===== src/rtl/wb_timer.sv =====
`timescale 1ns/1ps
// wb_timer: Wishbone slave with two compare/auto-reload timers and level interrupts.
module wb_timer #(
   parameter int CLK_IN_MHZ    = 50,
   parameter int TIMER_COUNT_W = 32
) (
   input  logic        clk_i,
   input  logic        rst_i,
   input  logic [31:0] wb_adr_i,
   input  logic [31:0] wb_dat_i,
   output logic [31:0] wb_dat_o,
   input  logic [3:0]  wb_sel_i,
   input  logic        wb_we_i,
   input  logic        wb_stb_i,
   input  logic        wb_cyc_i,
   output logic        wb_ack_o,
   output logic [1:0]  intr_o
);
   localparam int W = TIMER_COUNT_W;
   logic acc, we, wr_status, unused;
   logic [2:0] a;
   logic [31:0] lane, rd;
   logic [1:0] trig_v, ie_v;
   logic [2:0] tcr_v [2];
   logic [W-1:0] cmp_v [2];
   logic [W-1:0] cnt_v [2];
   assign acc = wb_stb_i & wb_cyc_i & ~wb_ack_o;
   assign we = acc & wb_we_i;
   assign a = wb_adr_i[4:2];
   assign lane = {{8{wb_sel_i[3]}}, {8{wb_sel_i[2]}}, {8{wb_sel_i[1]}}, {8{wb_sel_i[0]}}};
   assign wr_status = we & wb_sel_i[0] & (a == 3'd0);
   assign intr_o = trig_v & ie_v;
   assign unused = ^{wb_adr_i[31:5], wb_adr_i[1:0], CLK_IN_MHZ[0]};
   for (genvar i = 0; i < 2; i++) begin : g_tmr
      logic wr_tcr, wr_cmp, wr_cnt, start, match;
      logic en, ar, ie, tg;
      logic [W-1:0] cmp_q, cnt_q;
      logic [31:0] cmp_w, cnt_w;
      assign wr_tcr = we & wb_sel_i[0] & (a == 3'(4 * i + 1));
      assign wr_cmp = we & (a == 3'(4 * i + 2));
      assign wr_cnt = we & (a == 3'(4 * i + 3));
      assign start = wr_tcr & wb_dat_i[3];
      assign match = en & (cnt_q == cmp_q);
      assign cmp_w = (32'(cmp_q) & ~lane) | (wb_dat_i & lane);
      assign cnt_w = (32'(cnt_q) & ~lane) | (wb_dat_i & lane);
      assign tcr_v[i] = {ie, ar, en};
      assign cmp_v[i] = cmp_q;
      assign cnt_v[i] = cnt_q;
      assign trig_v[i] = tg;
      assign ie_v[i] = ie;
      // CPU counter writes and START beat a same-edge match; a new match beats a W1C
      always_ff @(posedge clk_i or negedge rst_i)
         if (!rst_i) begin
            {en, ar, ie, tg} <= '0;
            cmp_q <= '0;
            cnt_q <= '0;
         end else begin
            if (wr_tcr) {ie, ar, en} <= {wb_dat_i[2:1], wb_dat_i[0] | wb_dat_i[3]};
            else if (match & ~ar & ~wr_cnt) en <= 1'b0;
            if (wr_cmp) cmp_q <= W'(cmp_w);
            cnt_q <= wr_cnt ? W'(cnt_w) : start | match ? '0 : en ? cnt_q + W'(1) : cnt_q;
            tg <= (match & ~wr_cnt & ~start) | (tg & ~(wr_status & wb_dat_i[i]));
         end
   end
   always_comb begin
      rd = '0;
      case (a)
         3'd0: rd = {30'd0, trig_v};
         3'd1: rd = {29'd0, tcr_v[0]};
         3'd2: rd = 32'(cmp_v[0]);
         3'd3: rd = 32'(cnt_v[0]);
         3'd5: rd = {29'd0, tcr_v[1]};
         3'd6: rd = 32'(cmp_v[1]);
         3'd7: rd = 32'(cnt_v[1]);
         default: rd = '0;
      endcase
   end
   always_ff @(posedge clk_i or negedge rst_i)
      if (!rst_i) begin
         wb_ack_o <= 1'b0;
         wb_dat_o <= '0;
      end else begin
         wb_ack_o <= acc;
         wb_dat_o <= acc ? rd : '0;
      end
endmodule

===== config.mk =====
export PLATFORM = sky130hd
export DESIGN_NAME = wb_timer
export DESIGN_NICKNAME = d
export VERILOG_FILES = /design/src/rtl/wb_timer.sv
export SDC_FILE = /design/constraint.sdc
export NUM_CORES = 1
export LEC_CHECK = 0
export CORE_UTILIZATION = 59
export CTS_BUF_LIST = sky130_fd_sc_hd__clkbuf_2
export CTS_CLUSTER_SIZE = 8
export DETAILED_ROUTE_END_ITERATION = 8
export HOLD_SLACK_MARGIN = 0.12
export PLACE_DENSITY_LB_ADDON = 0.25
export SLEW_MARGIN = 30
export SYNTH_ARGS = -nofsm -noshare
export SYNTH_HDL_FRONTEND = slang
export SYNTH_SLANG_ARGS = --single-unit

===== constraint.sdc =====
create_clock -name clk_i -period 2.7 [get_ports clk_i]
set_clock_uncertainty 0.1 [all_clocks]
set_input_delay 0.27 -clock clk_i [delete_from_list [all_inputs] [get_ports clk_i]]
set_output_delay 0.27 -clock clk_i [all_outputs]
set_load 0.005 [all_outputs]

==> results of run 1 <==
## through the flow
stage               instances  hold WS (ns)  cell area (um^2)  power (uW)  setup slack, ns
finish                   1382         0.138             11800        6350            0.180
global route             1382         0.124             11800        6630          0.00328
CTS                      1381         0.124             11800        6280            0.180
detailed placement       1320         0.244             11300        4960            0.124
global placement         1320         0.238             11300        4920            0.135
floorplan                1015        -0.126              9870        4250            0.528
## synth_stat cells (all sizes together) (3+ instances only)
library cell,n
o22ai,43
and3,19
mux2,65
nand3b,4
and2,8
xnor2,29
nand2,70
nor4,28
a31oi,4
nor3,21
a21oi,57
o21ai,51
or2,3
or3,4
a32oi,16
nor2b,4
clkbuf,57
nand4,29
o32ai,8
xor2,35
a22oi,63
dfrtp,169
and4,6
mux2i,44
a41oi,4
nand3,36
o31a,11
nor2,39
o31ai,4
inv,23
buf,27
o211ai,4
## how the worst max path moves through the flow
stage,from,slack [ns],endpoint
3_5_place_dp,wb_adr_i[2],0.12,flip-flop
5_1_grt,flip-flop,0.003,g_tmr[1].en
3_3_place_gp,wb_cyc_i,0.14,flip-flop
2_1_floorplan,wb_ack_o,0.53,flip-flop
6_report,flip-flop,0.18,flip-flop
4_1_cts,flip-flop,0.18,g_tmr[1].en
## per-layer routing
metal / global-route usage [%] / vias to the layer above
li1: - / 4101
met3: 8.53 / 138
met4: 19.0 / 0
met1: 49.3 / 4505
met2: 59.5 / 570
met5: 0 / -
## cells by family after synthesis
kind of cell | after synthesis | synth area share, %
buffers and inverters | 107 | 4.94
adder cells (fa/ha/maj) | 2 | 0.254
multiplexers | 110 | 12.1
AO/OA/AOI/OAI | 280 | 18.8
AND/OR/NAND/NOR | 283 | 15.4
flip-flops | 169 | 42.8
XOR/XNOR | 64 | 5.68
## cells in the final DEF, fill, tap and decap left out, drive strengths merged, types with 3 or more instances in the layout
cell           instances
o211ai                 4
o22ai                 43
nor2b                  4
nor2                  39
nand2                 70
nand3b                 4
o31ai                  4
nor4                  28
dlygate4sd3           29
and2                   8
and4                   6
a32oi                 16
inv                   23
a41oi                  4
and3                  19
mux2i                 44
o21ai                 51
xnor2                 29
dfrtp                169
a31oi                  4
or3                    4
clkinv                 5
clkbuf                18
o31a                  11
or2                    3
a22oi                 63
a21oi                 57
nor3                  21
o32ai                  8
nand4                 29
clkdlybuf4s50         77
mux2                  65
clkinvlp               6
buf                   97
nand3                 36
xor2                  35
## power groups by stage
stage | Clock [uW] | Combinational [uW] | Sequential, uW
2_1_floorplan | 0 | 1170 | 3080
3_3_place_gp | 0 | 1680 | 3240
3_5_place_dp | 0 | 1710 | 3260
4_1_cts | 1320 | 1760 | 3210
5_1_grt | 1420 | 1930 | 3280
6_report | 1310 | 1810 | 3230
## area by class of cell
class | count | area, um^2
Multi-Input combinational cell | 739 | 5160
Fill cell | 1228 | 4290
Sequential cell | 169 | 4230
Timing Repair Buffer | 203 | 1850
Tap cell | 216 | 270
Clock inverter | 13 | 131
Clock buffer | 18 | 90.1
Inverter | 23 | 86.3
Antenna cell | 1 | 2.50
## critical path, stage by stage, from the launching register on
cell	delay (ns)
dfrtp_1	0.52
ha_1	0.25
and3_1	0.23
nand3_1	0.23
or4b_4	0.59
or4_4	0.43
o211ai_2	0.14
## repair_timing
| item | CTS | global route |
|---|---|---|
| setup endpoints to repair | 0 | 1 |
| gates resized for setup | 0 | 1 |
| endpoints found under the hold margin | 233 | 0 |
| hold buffers | 30 | 0 |
==> results.yml, run 1 <==
clocking:
  cts_num_sinks: 169
  cts_buffer_depth: 2
  cts_setup_buffers: 0
  cts_tree: "built"
  clk_latency_ns: 0.82
  htreeDepth: 4
  numCtsBuffers: 17
  clock-root-buffer: "clkbuf_2"
  clk_pin_slew_ns: 0.22
sta:
  rsz0062_at_grt: "false"
  setup_viol: 0
  worst_slew_pin_slew_ns: 0.641
  period_minus_slack_ns: 2.52
  fin_crit_sh_pct: 93.3
  totalNegativeSetupSlack_ns: 0
  final_max_slew_viol_count: 0
  fmax_mhz: 397
  finalHoldViolCount: 0
  max_slew_margin_pct: 57.1
job:
  maxCapViolations: 0
yosys:
  netlist_area_um2: 9870
  yosys_warnings: 0
  avgSynthCellArea_um2: 9.72
  yosysTopAreaCell: "dfrtp_1"
  yosysSeqAreaShare_pct: 42.8
  synth_flop_cell: "dfrtp_1"
  synthArstFlopShare_pct: 100
  ys_seq_elements: 169
  synth_edf_count: 0
  ys_types: 69
  syn_inst: 1015
  synth.area.top_cells: "dfrtp_1 (43%), mux2_2 (7.4%), a22oi_1 (4.7%)"
  synth_top_area_share_pct: 42.8
  synthesis.nets: 1090
power_and_ir_drop:
  p_per_area_nw_per_um2: 537
  switchingPower_uw: 2310
  p_int_uw: 4040
  ir_worst_vdd_v: 0.000504
  comb_power_share_pct: 28.5
  p_leak_uw: 0.00489
  power_frac_seq_pct: 50.8
  p_sw_share_pct: 36.4
  power_frac_clock_pct: 20.7
drt:
  wirelength_um: 32000
  wl_met2_um: 14600
  num_vias: 9314
  drtIter0Drc: 1050
  firstDrtPassIters: 8
  highest_layer: "met4"
  wl_per_cell_um: 23.1
  drtAntennaViolNets: 0
  met1_length_um: 12300
  vias_per_cell: 6.74
  drc: 0
  dr_wl_met3_um: 3380
setup_path:
  startpoint_type: "flip-flop"
  end_kind: "flip-flop"
  worstPathArrival_ns: 3.16
  required_ns: 3.34
  r2r_slack_ns: 0.18
  ff2ff_path_depth: 6
  critical_path_peak_fanout: 6
  crit_type: "flip-flop to flip-flop"
global_routing:
  grt_max_degree: 64
  antenna_found_initial: 1
  grt_overflow: 0
  grt_pass1_wl_um: 50000
  grt_pass1_vias: 9006
  gr-usage-all-layers_pct: 37.9
final_layout:
  drive_gt1_share_pct: 17.9
  area_delta_synth_final_pct: 19.8
  fin_util_pct: 73.4
  nets: 1228
floorplanning:
  die_h_um: 131
  dieArea_um2: 17200
  start_util_pct: 61.2
  rows: 46
  io_pins: 108
  fp.dieW_um: 131
  core-area_um2: 16100
worst_hold_path:
  whs_path_depth: 2
  holdCritPathClass: "input port to flip-flop"
  hold_start: "wb_dat_i[5]"
status:
  status: "completed"
placed_design:
  dp_hpwl_um: 22600
  port_buffers: 78
  gp_congestion: 0.988
(Power assumes the default switching activity.)
==> run 2, diff against run 1 <==
CORE_UTILIZATION = 45   (was 59)
CTS_CLUSTER_DIAMETER = 120   (was unset)
==> run 2 against run 1 <==
Effect of this change:
- die area increased by 31%
- sequential cell count unchanged
- combinational power increased by 2%
- via count decreased by 2.8%
- sequential power about the same
- global-route usage decreased by 7.5 points
- final cell count increased by 3.8%
- worst hold slack improved by 0.028 ns
- critical path type unchanged
==> results.yml, run 2 (synthesized netlist as in run 1, its figures left out) <==
final_layout:
  nets: 1221
  area_delta_synth_final_pct: 19.8
  final_common_cell: "dfrtp_1"
  drive_gt1_share_pct: 17.7
  final_cell_count_no_fill: 1434
  nFillCells: 1937
  final_cell_mix: "dfrtp_1 (169), buf_4 (88), clkdlybuf4s50_1 (77)"
floorplanning:
  fp.dieW_um: 150
  io_pins: 108
  start_util_pct: 46.4
  core-area_um2: 21300
  rows: 53
  dieArea_um2: 22500
  die_h_um: 150
sta:
  fin_ws_ns: 0.121
  fin_crit_sh_pct: 95.5
  setup_viol: 0
  hold-worst-slack_ns: 0.166
  totalNegativeSetupSlack_ns: 0
  fmax_mhz: 388
  max_slew_margin_pct: 59.4
  period_minus_slack_ns: 2.58
  finalHoldViolCount: 0
  rsz0062_at_grt: "false"
  worst_slew_pin_slew_ns: 0.606
  final_max_slew_viol_count: 0
drt:
  wl_per_cell_um: 22.8
  num_vias: 9057
  drc: 0
  drtIter0Drc: 1001
  vias_per_cell: 6.32
  wirelength_um: 32700
  firstDrtPassIters: 9
  drtAntennaViolNets: 0
status:
  status: "completed"
setup_path:
  r2r_slack_ns: 0.12
  end_kind: "flip-flop"
  worstPathArrival_ns: 3.13
  crit_type: "flip-flop to flip-flop"
  critical_path_peak_fanout: 12
  required_ns: 3.25
  startpoint_type: "flip-flop"
power_and_ir_drop:
  p_per_area_nw_per_um2: 534
  p_leak_uw: 0.00485
  ir_worst_vdd_v: 0.000283
clocking:
  htreeDepth: 4
  clock-root-buffer: "clkbuf_2"
  clk_latency_ns: 0.77
  cts_num_sinks: 169
  numCtsBuffers: 17
  cts_tree: "built"
  cts_buffer_depth: 2
  clk_pin_slew_ns: 0.25
placed_design:
  port_buffers: 78
  pre_cts_ws_ns: 0.0868
  dpl.cell_count: 1374
  gp_congestion: 0.944
  dp_hpwl_um: 23500
worst_hold_path:
  holdCritPathClass: "input port to flip-flop"
  hold_start: "wb_dat_i[20]"
global_routing:
  grt_pass1_vias: 8717
  grt_max_degree: 89
  antenna_found_initial: 1
  grt_pass1_wl_um: 50900
  gr-usage-all-layers_pct: 30.3
  grt_overflow: 0
job:
  maxCapViolations: 0
run 2: cell type report:
type | count | area (um^2) | share of cell area, %
sequential | 169 | 4230 | 35.8
tap | 275 | 344 | 2.91
antenna | 1 | 2.50 | 0.0212
clock inverter | 13 | 108 | 0.910
inverter | 23 | 86.3 | 0.730
timing repair buffer | 196 | 1780 | 15.1
clock buffer | 18 | 90.1 | 0.762
multi-input combinational | 739 | 5180 | 43.8
run 2: timing repair:
action / CTS / global route
hold endpoints to repair: 228 / 0
setup endpoints to repair: 0 / 16
buffers inserted: 0 / 2
hold buffers: 26 / 0
gates resized for setup: 0 / 3
run 2: metal layers:
metal	share of wire, %	track usage, %
met5	0	0
met4	4.2	14.2
met3	8.4	4.61
met2	45	46.3
met1	42	42.3
run 2: per-stage QoR:
stage               utilization, %  instance area [um^2]  total power [uW]
floorplan                        -                  9870              4250
global placement              53.2                 11300              4970
detailed placement            53.2                 11300              5010
CTS                           55.3                 11800              6280
global route                  55.5                 11800              6600
finish                        55.5                 11800              6320
run 2: final timing paths:
kind                                         endpoint  depth (start not counted)
min in group asynchronous                wb_dat_o[19]                          4
max in group asynchronous  asynchronous set/reset pin                          4
min                                         flip-flop                          2
min reg2reg                               g_tmr[1].ie                          1
max reg2reg                                 flip-flop                          7
max                                         flip-flop                          7
run 2: power by group:
part           total, uW  internal (uW)  switching (uW)
registers           3210           2830             379
clock network       1260            320             937
logic               1850            813            1040
total               6320           3960            2360
run 2: worst max-delay path, stage by stage, from the launching register on:
cell	delay, ns
dfrtp_1	0.50
xor2_1	0.25
nor4_1	0.43
nand3_1	0.12
or3_1	0.49
nand2_2	0.28
buf_12	0.19
o22ai_1	0.10
==> run 3, diff against run 2 <==
CORE_UTILIZATION = 36   (was 45)
==> run 3 against run 2 <==
Effect of this change:
- final cell count increased by 6.7%
- first-iteration DRC count increased by 3.7%
- worst hold slack improved by 0.027 ns
- total power increased by 4.4%
- via count increased by 0.44%
- fmax decreased by 1.1%
==> results.yml, run 3 (synthesized netlist as in run 1, its figures left out) <==
global_routing:
  met3_usage_pct: 5.08
  use_met1_pct: 33.8
  gr-usage-all-layers_pct: 24.8
  grt_overflow: 0
  grt_pass1_vias: 8778
  grt_max_degree: 57
  busiest_layer: "met2"
  antenna_found_initial: 2
  grt_pass1_wl_um: 52500
  grtUsageMet2_pct: 39.1
setup_path:
  end_kind: "flip-flop"
  worstPathArrival_ns: 3.26
  crit_cells: 6
  required_ns: 3.35
  crit_chain: "ha_1 > and3_1 > nand3_1 > or4b_4 > or4_4 > o211ai_2"
  crit_type: "flip-flop to flip-flop"
  critical_path_peak_fanout: 6
  critPathTopFamily: "simple AND/OR/NAND/NOR gates"
  startpoint_type: "flip-flop"
  slowest_stage: "or4b_4"
  ff2ff_path_depth: 6
  worst-path-buf-inv: 0
  max_stage_delay_ns: 0.62
sta:
  setup_viol: 0
  hold-worst-slack_ns: 0.193
  final_max_slew_viol_count: 0
  max_slew_margin_pct: 58.5
  period_minus_slack_ns: 2.61
  fin_crit_sh_pct: 96.5
  fmax_mhz: 384
  fin_ws_ns: 0.0933
  finalHoldViolCount: 0
  worst_slew_pin_slew_ns: 0.620
drt:
  num_vias: 9097
  drtAntennaViolNets: 0
  vias_per_cell: 5.95
  wl_per_cell_um: 22.5
  drc: 0
  drtIter0Drc: 1038
  wirelength_um: 34400
  firstDrtPassIters: 6
power_and_ir_drop:
  switchingPower_uw: 2410
  p_int_uw: 4180
  p_per_area_nw_per_um2: 541
  ir_worst_vdd_v: 0.000275
  fin_total_pwr_uw: 6600
  comb_power_share_pct: 28.8
  p_sw_share_pct: 36.5
  p_leak_uw: 0.00502
  power_frac_seq_pct: 48.7
  power_frac_clock_pct: 22.5
clocking:
  cts_num_sinks: 169
  clk_latency_ns: 0.82
  cts_buffer_depth: 2
  clock-root-buffer: "clkbuf_2"
  htreeDepth: 4
  cts_setup_buffers: 0
  cts_tree: "built"
  clk_pin_slew_ns: 0.25
  numCtsBuffers: 17
floorplanning:
  io_pins: 108
  core-area_um2: 27000
  dieArea_um2: 28100
  fp.dieW_um: 168
  rows: 60
  die_h_um: 168
  start_util_pct: 36.6
final_layout:
  nets: 1250
  nFillCells: 2594
  drive_gt1_share_pct: 19.1
  final_common_cell: "dfrtp_1"
  multi_input_area_um2: 5160
  fin_util_pct: 45.3
  final_cell_mix: "dfrtp_1 (168), buf_4 (108), clkdlybuf4s50_1 (77)"
  seq_area_um2: 4230
  final_cell_count_no_fill: 1530
  area_delta_synth_final_pct: 23.6
worst_hold_path:
  holdCritPathClass: "input port to flip-flop"
  hold_start: "wb_dat_i[2]"
  whs_path_depth: 2
placed_design:
  pre_cts_ws_ns: 0.0430
  gp_congestion: 0.952
  dpl.cell_count: 1462
  port_buffers: 78
  dp_hpwl_um: 24900
status:
  status: "completed"
job:
  maxCapViolations: 0
==> run 3: cell count changes in the layout (fill, tap and decap cells not counted), sizes merged <==
cell / previous run / this run
diode: 1 / 2
dlygate4sd3: 26 / 34
clkinvlp: 4 / 2
buf: 93 / 114
bufinv: 1 / 3
==> run 3: worst paths after layout <==
path                                              endpoint  slack (ns)
worst min register to register                    wb_ack_o        0.45
worst max register to register                   flip-flop        0.09
min in group asynchronous       asynchronous set/reset pin        0.45
worst min-delay path                           g_tmr[0].ie        0.19
worst max-delay path                             flip-flop        0.09
max in group asynchronous       asynchronous set/reset pin        1.55
==> run 3: area by class of cell <==
| class | count | area share [%] |
|---|---|---|
| clock inverters | 13 | 1.27 |
| well taps | 341 | 3.50 |
| clock buffers | 18 | 0.739 |
| inverters | 23 | 0.708 |
| multi-input cells | 739 | 42.3 |
| diodes | 2 | 0.0410 |
| repair buffers | 225 | 16.7 |
| flip-flops and latches | 169 | 34.7 |
==> run 3: routing by layer <==
metal / part of all wire [%] / wire (um)
met1: 44 / 15000
met5: 0.038 / 13
met3: 7.5 / 2580
met4: 3.0 / 1040
met2: 46 / 15800
==> run 3: what timing repair did <==
action,4_1_cts,5_1_grt
gates resized for setup,0,2
endpoints found under the hold margin,281,0
hold buffers,35,0
setup endpoints to repair,0,1
==> run 3: power by group through the flow <==
stage | logic (uW) | clock network [uW] | registers, uW
after global routing | 2040 | 1630 | 3260
after floorplan | 1170 | 0 | 3080
after global placement | 1800 | 0 | 3240
after detailed placement | 1810 | 0 | 3250
after CTS | 1860 | 1510 | 3200
final | 1900 | 1480 | 3210
==> run 3: through the flow <==
stage	setup TNS [ns]	cell area, um^2
floorplan	0	9870
global placement	0	11600
detailed placement	0	11600
CTS	0	12200
global route	-0.00335	12200
finish	0	12200
